==> config.mk <==
export PLATFORM = sky130hd
export DESIGN_NAME = bypass_bin_encoder
export DESIGN_NICKNAME = d
export VERILOG_FILES = /design/src/rtl/bypass_bin_encoder.sv
export SDC_FILE = /design/constraint.sdc
export NUM_CORES = 1
export LEC_CHECK = 0
export BUFFER_PORTS_ARGS = -buffer_cell sky130_fd_sc_hd__buf_2
export CORE_MARGIN = 8
export CORE_UTILIZATION = 55
export DETAILED_ROUTE_END_ITERATION = 10
export GPL_TIMING_DRIVEN = 0
export PLACE_DENSITY_LB_ADDON = 0.05
export SYNTH_ARGS = -nofsm -noshare
export SYNTH_HDL_FRONTEND = slang
export SYNTH_SLANG_ARGS = --single-unit
==> constraint.sdc <==
create_clock -name clk -period 6 [get_ports clk]
set_input_delay 0.3 -clock clk [delete_from_list [all_inputs] [get_ports clk]]
set_output_delay 0.3 -clock clk [all_outputs]
set_load 0.03 [all_outputs]
==> src/rtl/bypass_bin_encoder.sv <==
// bypass_bin_encoder: CABAC bypass bin encoder with outstanding-byte carry buffer
module bypass_bin_encoder #(
   parameter int CNT_W = 16
) (
   input  logic             clk,
   input  logic             rst_n,
   input  logic             init,
   input  logic             bin_valid,
   output logic             bin_ready,
   input  logic             bin_in,
   input  logic [8:0]       m_range,
   output logic             byte_valid,
   input  logic             byte_ready,
   output logic [7:0]       byte_out,
   output logic [31:0]      low_out,
   output logic [4:0]       bits_left_out,
   output logic [CNT_W-1:0] num_buffered_out,
   output logic [7:0]       buffered_byte_out,
   output logic             err
);
   typedef enum logic [1:0] {RUN, WRITE, EMIT_FIRST, EMIT_REST} state_t;
   state_t state;
   logic [31:0] low, low_acc;
   logic [4:0] bits_left, bl_dec, bl_inc;
   logic [5:0] shift;
   logic [8:0] lead;
   logic [CNT_W-1:0] num_buffered;
   logic [7:0] buffered_byte, fill;
   always_comb begin
      low_acc = {low[30:0], 1'b0} + (bin_in ? {23'd0, m_range} : 32'd0);
      bl_dec = bits_left - 5'd1;
      bl_inc = bits_left + 5'd8;
      shift = 6'd24 - {1'b0, bits_left};
      lead = 9'(low >> shift);
   end
   assign bin_ready = state == RUN;
   assign low_out = low;
   assign bits_left_out = bits_left;
   assign num_buffered_out = num_buffered;
   assign buffered_byte_out = buffered_byte;
   always_ff @(posedge clk or negedge rst_n) begin
      if (!rst_n) begin
         state <= RUN;
         low <= '0;
         bits_left <= 5'd23;
         num_buffered <= '0;
         buffered_byte <= 8'hFF;
         fill <= 8'h00;
         err <= 1'b0;
         byte_valid <= 1'b0;
         byte_out <= 8'h00;
      end else if (init) begin
         state <= RUN;
         low <= '0;
         bits_left <= 5'd23;
         num_buffered <= '0;
         buffered_byte <= 8'hFF;
         fill <= 8'h00;
         err <= 1'b0;
         byte_valid <= 1'b0;
         byte_out <= 8'h00;
      end else begin
         case (state)
            RUN: if (bin_valid) begin
               low <= low_acc;
               bits_left <= bl_dec;
               if (bl_dec < 5'd12) state <= WRITE;
            end
            WRITE: begin
               bits_left <= bl_inc;
               low <= low & (32'hFFFF_FFFF >> bl_inc);
               if (lead == 9'h0FF) begin
                  // a 0xFF byte may still absorb a later carry, so it is only counted
                  num_buffered <= num_buffered + CNT_W'(!(&num_buffered));
                  err <= err | (&num_buffered);
                  state <= RUN;
               end else if (num_buffered == '0) begin
                  num_buffered <= CNT_W'(1);
                  buffered_byte <= lead[7:0];
                  state <= RUN;
               end else begin
                  byte_out <= buffered_byte + {7'd0, lead[8]};
                  fill <= {8{~lead[8]}};
                  buffered_byte <= lead[7:0];
                  byte_valid <= 1'b1;
                  state <= EMIT_FIRST;
               end
            end
            EMIT_FIRST: if (byte_ready) begin
               if (num_buffered > CNT_W'(1)) begin
                  byte_out <= fill;
                  state <= EMIT_REST;
               end else begin
                  num_buffered <= CNT_W'(1);
                  byte_valid <= 1'b0;
                  state <= RUN;
               end
            end
            EMIT_REST: if (byte_ready) begin
               num_buffered <= num_buffered - CNT_W'(1);
               if (num_buffered == CNT_W'(2)) begin
                  byte_valid <= 1'b0;
                  state <= RUN;
               end
            end
            default: state <= RUN;
         endcase
      end
   end
endmodule

==> results of run 1 <==
-- layout by cell type, fill, tap and decap left out, types with 16 or more instances in the layout --
| cell | synthesis | layout |
|---|---|---|
| a21oi_1 | 55 | 55 |
| mux2i_1 | 16 | 16 |
| dfrtp_1 | 62 | 62 |
| ha_1 | 28 | 28 |
| nor3_1 | 30 | 30 |
| nor2_1 | 79 | 79 |
| clkbuf_1 | 52 | 52 |
| a211oi_1 | 16 | 16 |
| nand3_1 | 35 | 35 |
| xnor2_1 | 25 | 25 |
| nand2_1 | 67 | 67 |
| inv_1 | 29 | 29 |
| o21ai_0 | 76 | 76 |
| mux4_2 | 32 | 32 |
| buf_2 | 7 | 92 |
-- flip-flops by register name, summed over array words and instances (netlist names) --
register           cells
low_out               32
num_buffered_out      16
buffered_byte_out      8
byte_out               8
bits_left_out          5
state                  2
byte_valid             1
err                    1
fill                   1
-- path summary, 6_finish.rpt --
path | from | end | slack, ns
max in group asynchronous | rst_n | bits_left_out[4] | 4.91
min in group asynchronous | rst_n | byte_out[6] | 0.45
hold reg to reg | err | err | 0.50
hold / removal | m_range[0] | low_out[0] | 0.22
setup reg to reg | bits_left_out[1] | num_buffered_out[2] | 0.65
setup / recovery | bits_left_out[1] | num_buffered_out[2] | 0.65
-- layer usage --
layer  part of all wire  routed length (um)  up-vias
li1                   -                   -     3308
met3              0.078                1931       77
met5                  0                   0        -
met1               0.40                9902     3561
met4              0.038                 932        0
met2               0.48               11960      394
-- worst reg2reg max path: cells and delay by family (launching register included) --
kind	cells	cell delay, ns
AO/OA/AOI/OAI	5	1.58
adder cells (fa/ha/maj)	1	0.31
buffers and inverters	6	1.88
flip-flops	1	0.59
multiplexers	2	0.53
AND/OR/NAND/NOR	1	0.34
-- stage by stage --
stage	instance area [um^2]	worst slack, ns	hold WS, ns
detailed placement	7609	0.1922	0.2829
CTS	7958	0.06618	0.2210
global route	7961	0.4491	0.2615
finish	7961	0.6528	0.2187
floorplan	6933	1.369	0.004409
global placement	7579	0.3586	0.4829
-- what timing repair did --
item                                   4_1_cts  5_1_grt
endpoints found under the hold margin       23        0
setup endpoints to repair                    0       13
buffers inserted                             0        0
gates resized for setup                      0        1
hold buffers                                 1        0
-- kinds of logic after synthesis --
kind of cell	Yosys count
simple gates	299
mux	54
flops	74
xor+xnor	37
compound gates	241
buf+inv	100
fa+ha+maj	29
-- power by group --
part / total, mW / switching (mW) / leakage [nW] / internal (mW)
registers: 0.808 / 0.174 / 0.973 / 0.633
clock network: 0.633 / 0.235 / 0.165 / 0.398
logic: 2.50 / 1.66 / 2.17 / 0.844
total: 3.94 / 2.06 / 3.30 / 1.88
-- area by class of cell --
| class | instances | area share |
|---|---|---|
| well taps | 172 | 0.02703 |
| clock buffers | 12 | 0.03347 |
| multi-input cells | 660 | 0.5853 |
| plain buffers | 67 | 0.03646 |
| flip-flops and latches | 74 | 0.2345 |
| inverters | 32 | 0.01509 |
| clock inverters | 4 | 0.009115 |
| repair buffers | 88 | 0.05909 |
==> flow_summary_export.csv, run 1 <==
group,metric,value,unit
synth,avgSynthCellArea,8.313,um^2
synth,netlist_area,6933,um^2
floorplanning,initial_core_util,0.5562,
placement,gp_congestion,1.007,
global_routing,met1_usage,0.3764,
critical_path,crit_required,6.21,ns
clock_tree,htreeDepth,3,
floorplanning,core_area,12470,um^2
pwr,power_density,494.9,nW/um^2
synth,async_flop_share,1.000,
critical_path,path_depth,15,
global_routing,grt_pass1_wl,39290,um
critical_path,startpoint_type,"flop",
pwr,finalPower,3.940,mW
floorplanning,fp.dieW,128.3,um
detailed_routing,drtAntennaViolNets,0,
placement,dp.cells,1093,
worst_hold_path,hold_class,"input pin to flop",
detailed_routing,drc,0,
detailed_routing,wl_per_cell,22.29,um
synth,yosys-top-cells-count,"nor2_1 (79), o21ai_0 (76), nand2_1 (67)",
critical_path,crit_family,"buffers and inverters",
synth,synth-main-ff-cell,"dfrtp_1",
synth,synth-simple-area-share,0.2121,
synth,synth_mux_area_frac,0.1368,
timing,setup_violations,0,
global_routing,grt_max_degree,44,
global_routing,gr-total-overflow,0,
clock_tree,cts_root_buf,"clkbuf_16",
synth,yosysSeqAreaShare,0.2693,
synth,mappedNetlistNets,878,
timing,slew_headroom,0.3880,
timing,final.setup.tns,0,ns
timing,max_freq,0.1870,GHz
critical_path,cp_cell_sequence,"clkbuf_1 > inv_1 > ha_1 > buf_2 > buf_2 > buf_1 > mux4_2 > mux2_2 > o2bb2a_1 > o211ai_1 > o41ai_2 > nand3_2 > clkbuf_1 > o31ai_1 > o31ai_1",
clock_tree,clockBufferDepth,2,
timing,finalMaxSlewViolations,0,
final_layout,drive_above_1_share,0.1942,
critical_path,slowest_delay,0.70,ns
clock_tree,cts_tree,"built",
critical_path,critPathCaptureType,"flop",
synth,synth_top_family_by_area,"compound AO/OA/AOI/OAI gates",
critical_path,critical_path_class,"flop to flop",
clock_tree,clk_latency,0.35,ns
detailed_routing,dr.first_iter.drc_count,727,
global_routing,grtUsageTotal,0.3034,
critical_path,worstPathArrival,5.55,ns
synth,syn_inst,834,
critical_path,r2r_cells,15,
timing,worstMarginPinSlew,0.9102,ns
global_routing,grtUsageMet2,0.5051,
timing,min_period_over_period,0.8912,
global_routing,antenna_found_initial,0,
synth,synthXorXnorAreaFrac,0.04674,
run_status,status,"completed",
timing,hold_viol,0,
critical_path,crit_buf_inv,6,
timing,fin_skew,0.005772,ns
critical_path,crit_slowest_cell,"o41ai_2",
final_layout,antennaDiodeCount,0,
pwr,leakage,3.304,nW
final_layout,syn_to_final_growth,14.83,%
detailed_routing,via_count,7340,
synth,ys_warn_count,0,
placement,hpwl,18580,um
timing,rsz0062_at_grt,"false",
pwr,peakVddDrop,0.0002295,V
clock_tree,cts_buffers,9,
final_layout,fin_cells,1109,
clock_tree,cts_sinks,74,
floorplanning,design.die.area,16450,um^2
clock_tree,cts.clk_slew.worst_paths,0.06,ns
detailed_routing,via_per_inst,6.619,
critical_path,cp_max_fo,10,
synth,synth-edff-count,0,
synth,synth_top_cells_by_area,"dfrtp_1 (22%), mux4_2 (10%), o21ai_0 (5.5%), ha_1 (5.1%), dfstp_2 (4.5%)",
synth,ys_seq_elements,74,
global_routing,first_global_vias,7249,
final_layout,final_nets,976,
worst_hold_path,worstHoldPathCells,3,
final_layout,multi_input_area,4659,um^2
global_routing,use_met3,0.04992,
synth,ys_types,72,
placement,port_buffers,86,
synth,synth_top_area_share,0.2238,
floorplanning,std_cell_rows,41,
synth,synthAdderAreaFrac,0.05342,
synth,yosys.area.top_type,"dfrtp_1",
detailed_routing,drt_pass1_iterations,5,
run,maxCapViolations,0,
synth,synth_compound_area_frac,0.2220,
floorplanning,die_h,128.3,um
detailed_routing,totalWireLength,24720,um
floorplanning,io_pins,87,
synth,yosysMostFrequentCell,"nor2_1",
timing,period_minus_slack,5.347,ns
global_routing,top_usage_layer,"met2",
final_layout,fillers,1106,
final_layout,register_area,1867,um^2
final_layout,finish.utilization,0.6387,
(Power assumes the default switching activity.)
==> run 2: changes to the inputs <==
REMOVE_ABC_BUFFERS = 1   (was unset)
==> run 2 against run 1 <==
  * Critical path depth is 4 lower
  * Via count is 6.2% lower
  * Die area stayed put
  * Wire length is 14% lower
  * Register-to-register slack worse by 0.24 ns
  * Sequential power is 12% higher
  * Non-clock buffer count is 67 lower
  * Utilization is 2.6 points lower
  * Combinational power is 11% lower
  * Clock-buffer cell count is 1 higher
  * Clock power is 13% lower
  * Global-route usage is 4.1 points lower
  * Highest routed layer unchanged
==> flow_summary_export.csv, run 2 (synthesis results as in run 1) <==
group,metric,value,unit
pwr,clock_power_share,0.150,
detailed_routing,dr.first_iter.drc_count,636,
pwr,peakVddDrop,0.0002018,V
clock_tree,clockBufferDepth,2,
critical_path,critical_path_class,"flop to flop",
placement,port_buffers,86,
run,maxCapViolations,0,
floorplanning,design.die.area,16450,um^2
timing,rsz0062_at_grt,"false",
floorplanning,initial_core_util,0.5562,
pwr,leakage,3.164,nW
detailed_routing,totalWireLength,21350,um
clock_tree,cts_buffers,9,
clock_tree,htreeDepth,3,
final_layout,fin_cells,1042,
final_layout,syn_to_final_growth,10.11,%
timing,setup_violations,0,
detailed_routing,via_per_inst,6.607,
critical_path,r2r_start,"bits_left_out[0]",
global_routing,use_met3,0.03203,
final_layout,mostFrequentLayoutCells,"buf_2 (85), nor2_1 (79), o21ai_0 (76), nand2_1 (67), dfrtp_1 (62)",
global_routing,gr-total-overflow,0,
timing,worstMarginPinSlew,1.190,ns
floorplanning,fp.dieW,128.3,um
timing,fin_skew,0.01624,ns
timing,period_minus_slack,5.583,ns
timing,slew_headroom,0.1994,
floorplanning,io_pins,87,
floorplanning,std_cell_rows,41,
detailed_routing,wl_per_cell,20.49,um
clock_tree,cts.clk_slew.worst_paths,0.07,ns
critical_path,worstPathArrival,5.78,ns
global_routing,first_global_vias,6515,
critical_path,rrSetupSlack,0.42,ns
placement,dp.cells,1025,
detailed_routing,drc,0,
clock_tree,cts_setup_buffers,0,
final_layout,final_common_cell,"buf_2",
timing,max_freq,0.1791,GHz
pwr,p_comb_frac,0.604,
detailed_routing,via_count,6885,
placement,hpwl,15290,um
final_layout,drive_above_1_share,0.1943,
critical_path,critPathCaptureType,"flop",
detailed_routing,drtAntennaViolNets,0,
global_routing,met1_usage,0.3385,
clock_tree,cts_root_buf,"clkbuf_16",
pwr,swShare,0.5239,
floorplanning,die_h,128.3,um
worst_hold_path,hold_class,"input pin to flop",
clock_tree,clk_latency,0.35,ns
timing,min_period_over_period,0.9305,
timing,finalMaxSlewViolations,0,
pwr,switching_power,1.924,mW
global_routing,grt_max_degree,47,
run_status,status,"completed",
pwr,internal_power,1.749,mW
floorplanning,core_area,12470,um^2
global_routing,grt_pass1_wl,34470,um
worst_hold_path,min-delay-start,"m_range[0]",
final_layout,largest_reg_flops,32,
final_layout,finish.utilization,0.6124,
clock_tree,cts_sinks,74,
final_layout,register_area,1871,um^2
global_routing,grtUsageMet2,0.4361,
critical_path,startpoint_type,"flop",
global_routing,grtUsageTotal,0.2619,
critical_path,crit_required,6.20,ns
global_routing,top_usage_layer,"met2",
critical_path,cp_max_fo,42,
final_layout,antennaDiodeCount,0,
pwr,power_density,481.2,nW/um^2
placement,gp_congestion,0.9285,
final_layout,final_nets,909,
timing,hold_viol,0,
global_routing,antenna_found_initial,0,
pwr,power.share.sequential,0.246,
clock_tree,cts_tree,"built",
final_layout,multi_input_area,4667,um^2
detailed_routing,drt_pass1_iterations,5,
final_layout,fillers,1153,
critical_path,startpoint,"bits_left_out[0]",
-- run 2: power by group through the flow --
stage                     registers [mW]  clock network, mW  logic (mW)
after floorplan                     1.03                  0        1.43
after global placement             0.892                  0        2.16
after detailed placement           0.901                  0        2.19
after CTS                          0.893              0.555        2.20
after global routing               0.930              0.574        2.42
final                              0.902              0.551        2.22
-- run 2: final cells by class --
class,count,area share
flip-flops and latches,74,0.2450
well taps,172,0.02819
inverters,32,0.01574
clock inverters,3,0.005245
multi-input cells,660,0.6114
clock buffers,13,0.03278
repair buffers,88,0.06163
-- run 2: routing by layer --
layer	up-vias	routed length, um
met2	332	10610
li1	3171	-
met3	32	1400
met5	-	0
met4	0	446
met1	3350	8889
-- run 2: path summary, 6_finish.rpt --
path	to	depth (start not counted)
min in group asynchronous	num_buffered_out[13]	2
setup reg to reg	num_buffered_out[4]	11
hold / removal	low_out[0]	3
setup / recovery	num_buffered_out[4]	11
hold reg to reg	byte_out[2]	2
max in group asynchronous	bits_left_out[4]	3
-- run 2: per-stage QoR --
step | setup WS [ns] | setup TNS, ns | hold WS, ns | instance area [um^2] | power [mW]
after global routing | 0.05895 | 0 | 0.2411 | 7634 | 3.927
after floorplan | 0.7004 | 0 | 0.004409 | 6639 | 2.459
final | 0.4172 | 0 | 0.2364 | 7634 | 3.673
after global placement | -0.3654 | -3.561 | 0.4767 | 7284 | 3.051
after CTS | 0.002160 | 0 | 0.2322 | 7617 | 3.645
after detailed placement | -0.4469 | -4.201 | 0.2555 | 7315 | 3.091
-- run 2: critical path: stages (launching register included) --
cell       delay, ns
dfstp_4         0.96
inv_1           0.20
ha_2            0.90
mux4_2          0.36
o21ai_0         0.08
a2111oi_0       0.45
a221oi_1        0.15
a2111o_1        0.40
o41ai_2         0.57
nand3_2         0.63
a2111oi_0       0.59
a211oi_1        0.09
-- run 2: what timing repair did --
action,CTS,global route
endpoints found under the setup margin,16,16
hold endpoints to repair,20,0
hold buffers,1,0
gates resized for setup,1,3
==> run 3: changes to the inputs <==
CORE_MARGIN = unset   (was 8)
CORE_UTILIZATION = 60   (was 55)
REMOVE_ABC_BUFFERS = unset   (was 1)
==> run 3 against run 2 <==
  * Sequential power is 10% lower
  * Clock power shrank 5.8%
  * Cell count is 3.5% higher
  * Clock-buffer cell count down 3
  * Critical path depth is 5 higher
  * Worst setup slack lost 0.15 ns
  * First-iteration DRC count rose by 59%
  * Combinational power up 12%
  * Via count grew 9.1%
  * Worst hold slack worse by 0.016 ns
  * Critical path type unchanged
  * Largest cell class unchanged
==> flow_summary_export.csv, run 3 (synthesis results as in run 1) <==
group,metric,value,unit
clock_tree,htreeDepth,3,
clock_tree,cts_buffers,9,
floorplanning,design.die.area,11990,um^2
critical_path,crit_family,"buffers and inverters",
global_routing,grt_max_degree,61,
global_routing,grt_pass1_wl,36560,um
final_layout,fin_area,7856,um^2
critical_path,critPathCaptureType,"flop",
timing,hold_viol,0,
global_routing,first_global_vias,6966,
final_layout,largest_reg_flops,32,
placement,hpwl,17400,um
pwr,leakage,3.266,nW
final_layout,final_common_cell,"buf_2",
timing,slew_headroom,0.3581,
detailed_routing,dr.first_iter.drc_count,1012,
timing,setup_violations,0,
detailed_routing,drc,0,
placement,gp_congestion,1.050,
final_layout,syn_to_final_growth,13.32,%
final_layout,mostFrequentLayoutCells,"buf_2 (92), nor2_1 (79), o21ai_0 (76), nand2_1 (67), dfrtp_1 (62)",
timing,fin_skew,0.008917,ns
run,maxCapViolations,0,
global_routing,grtUsageTotal,0.4032,
timing,whs,0.2206,ns
critical_path,critical_path_class,"flop to flop",
floorplanning,io_pins,87,
final_layout,multi_input_area,4659,um^2
timing,rsz0062_at_grt,"false",
critical_path,cp_max_fo,10,
timing,finalMaxSlewViolations,0,
critical_path,cp_cell_sequence,"buf_4 > buf_1 > inv_1 > ha_1 > buf_2 > buf_2 > buf_1 > mux4_2 > a32oi_1 > o2bb2a_1 > o211ai_1 > o41ai_2 > nand3_2 > clkbuf_1 > o31ai_1 > o31ai_1",
detailed_routing,totalWireLength,23390,um
clock_tree,cts.clk_slew.worst_paths,0.06,ns
timing,final.setup.tns,0,ns
clock_tree,clk_latency,0.35,ns
floorplanning,die_h,109.5,um
worst_hold_path,hold_class,"input pin to flop",
detailed_routing,via_per_inst,6.969,
critical_path,crit_required,6.21,ns
final_layout,register_area,1867,um^2
pwr,power_density,485.8,nW/um^2
floorplanning,std_cell_rows,38,
global_routing,gr-total-overflow,0,
critical_path,startpoint_type,"flop",
final_layout,antennaDiodeCount,0,
run_status,status,"completed",
final_layout,drive_above_1_share,0.1930,
clock_tree,cts_sinks,74,
floorplanning,initial_core_util,0.6285,
critical_path,crit_buf_inv,7,
detailed_routing,drt_pass1_iterations,7,
final_layout,fillers,891,
detailed_routing,via_count,7513,
floorplanning,core_area,11030,um^2
critical_path,crit_slowest_cell,"o41ai_2",
clock_tree,clockBufferDepth,2,
timing,period_minus_slack,5.731,ns
critical_path,slowest_delay,0.71,ns
clock_tree,cts_tree,"built",
placement,port_buffers,86,
timing,worstMarginPinSlew,0.9548,ns
clock_tree,cts_root_buf,"clkbuf_16",
pwr,peakVddDrop,0.0003025,V
timing,min_period_over_period,0.9552,
final_layout,final_nets,977,
global_routing,antenna_found_initial,0,
detailed_routing,drtAntennaViolNets,0,
placement,place_area,7569,um^2
critical_path,worstPathArrival,5.94,ns
floorplanning,fp.dieW,109.5,um
timing,max_freq,0.1745,GHz
detailed_routing,wl_per_cell,21.70,um
## run 3: changes by cell type in the layout (fill, tap and decap cells not counted), sizes merged
cell | before | now
clkbuf | 13 | 62
buf | 87 | 103
clkinvlp | 0 | 3
bufinv | 1 | 0
inv | 31 | 32
## run 3: layer usage
metal	GRT usage	vias up	wire, um	share of wire
met5	0	-	0	0
met4	0.1419	0	688	0.029
met3	0.08595	77	2818	0.12
met2	0.6110	553	10250	0.44
met1	0.5690	3574	9628	0.41
li1	-	3309	-	-
## run 3: worst paths after layout
kind	cells past startpoint	slack [ns]	endpoint	startpoint
max in group asynchronous	3	4.99	buffered_byte_out[0]	rst_n
worst min register to register	2	0.52	byte_out[3]	byte_out[3]
min in group asynchronous	2	0.35	byte_out[5]	rst_n
worst max-delay path	16	0.27	num_buffered_out[2]	bits_left_out[0]
worst max register to register	16	0.27	num_buffered_out[2]	bits_left_out[0]
worst min-delay path	3	0.22	low_out[0]	m_range[0]
## run 3: timing repair
| item | in CTS | in global routing |
|---|---|---|
| hold endpoints to repair | 10 | 0 |
| buffers inserted | 0 | 0 |
| hold buffers | 1 | 0 |
| setup endpoints to repair | 0 | 16 |
| resized for setup | 0 | 1 |
## run 3: worst min-delay path: cells and delay by family
| family | cells | cell delay (ns) |
|---|---|---|
| and+or+nand+nor | 1 | 0.07 |
| AOI/OAI and AO/OA | 1 | 0.06 |
| buffers and inverters | 1 | 0.10 |
## run 3: cell type report
type,instances,area share
multi-input combinational,660,0.5931
tap,140,0.02230
sequential,74,0.2376
clock inverter,6,0.005256
buffer,68,0.03743
timing repair buffer,88,0.05988
inverter,32,0.01529
clock buffer,10,0.02914
## run 3: report_power, final
part	leakage (nW)	switching (mW)	internal [mW]
clock	0.125	0.238	0.280
sequential	0.973	0.176	0.633
combinational	2.17	1.64	0.844
## run 3: stage by stage
stage / util / power, mW / worst slack (ns) / instances
4_1_cts: 0.7115 / 3.729 / 0.08883 / 1078
5_1_grt: 0.7122 / 4.032 / 0.001266 / 1078
3_3_place_gp: 0.6834 / 3.151 / 0.1303 / 1060
3_5_place_dp: 0.6861 / 3.206 / 0.1481 / 1061
2_1_floorplan: - / 2.552 / 1.369 / 834
6_report: 0.7122 / 3.817 / 0.2691 / 1078
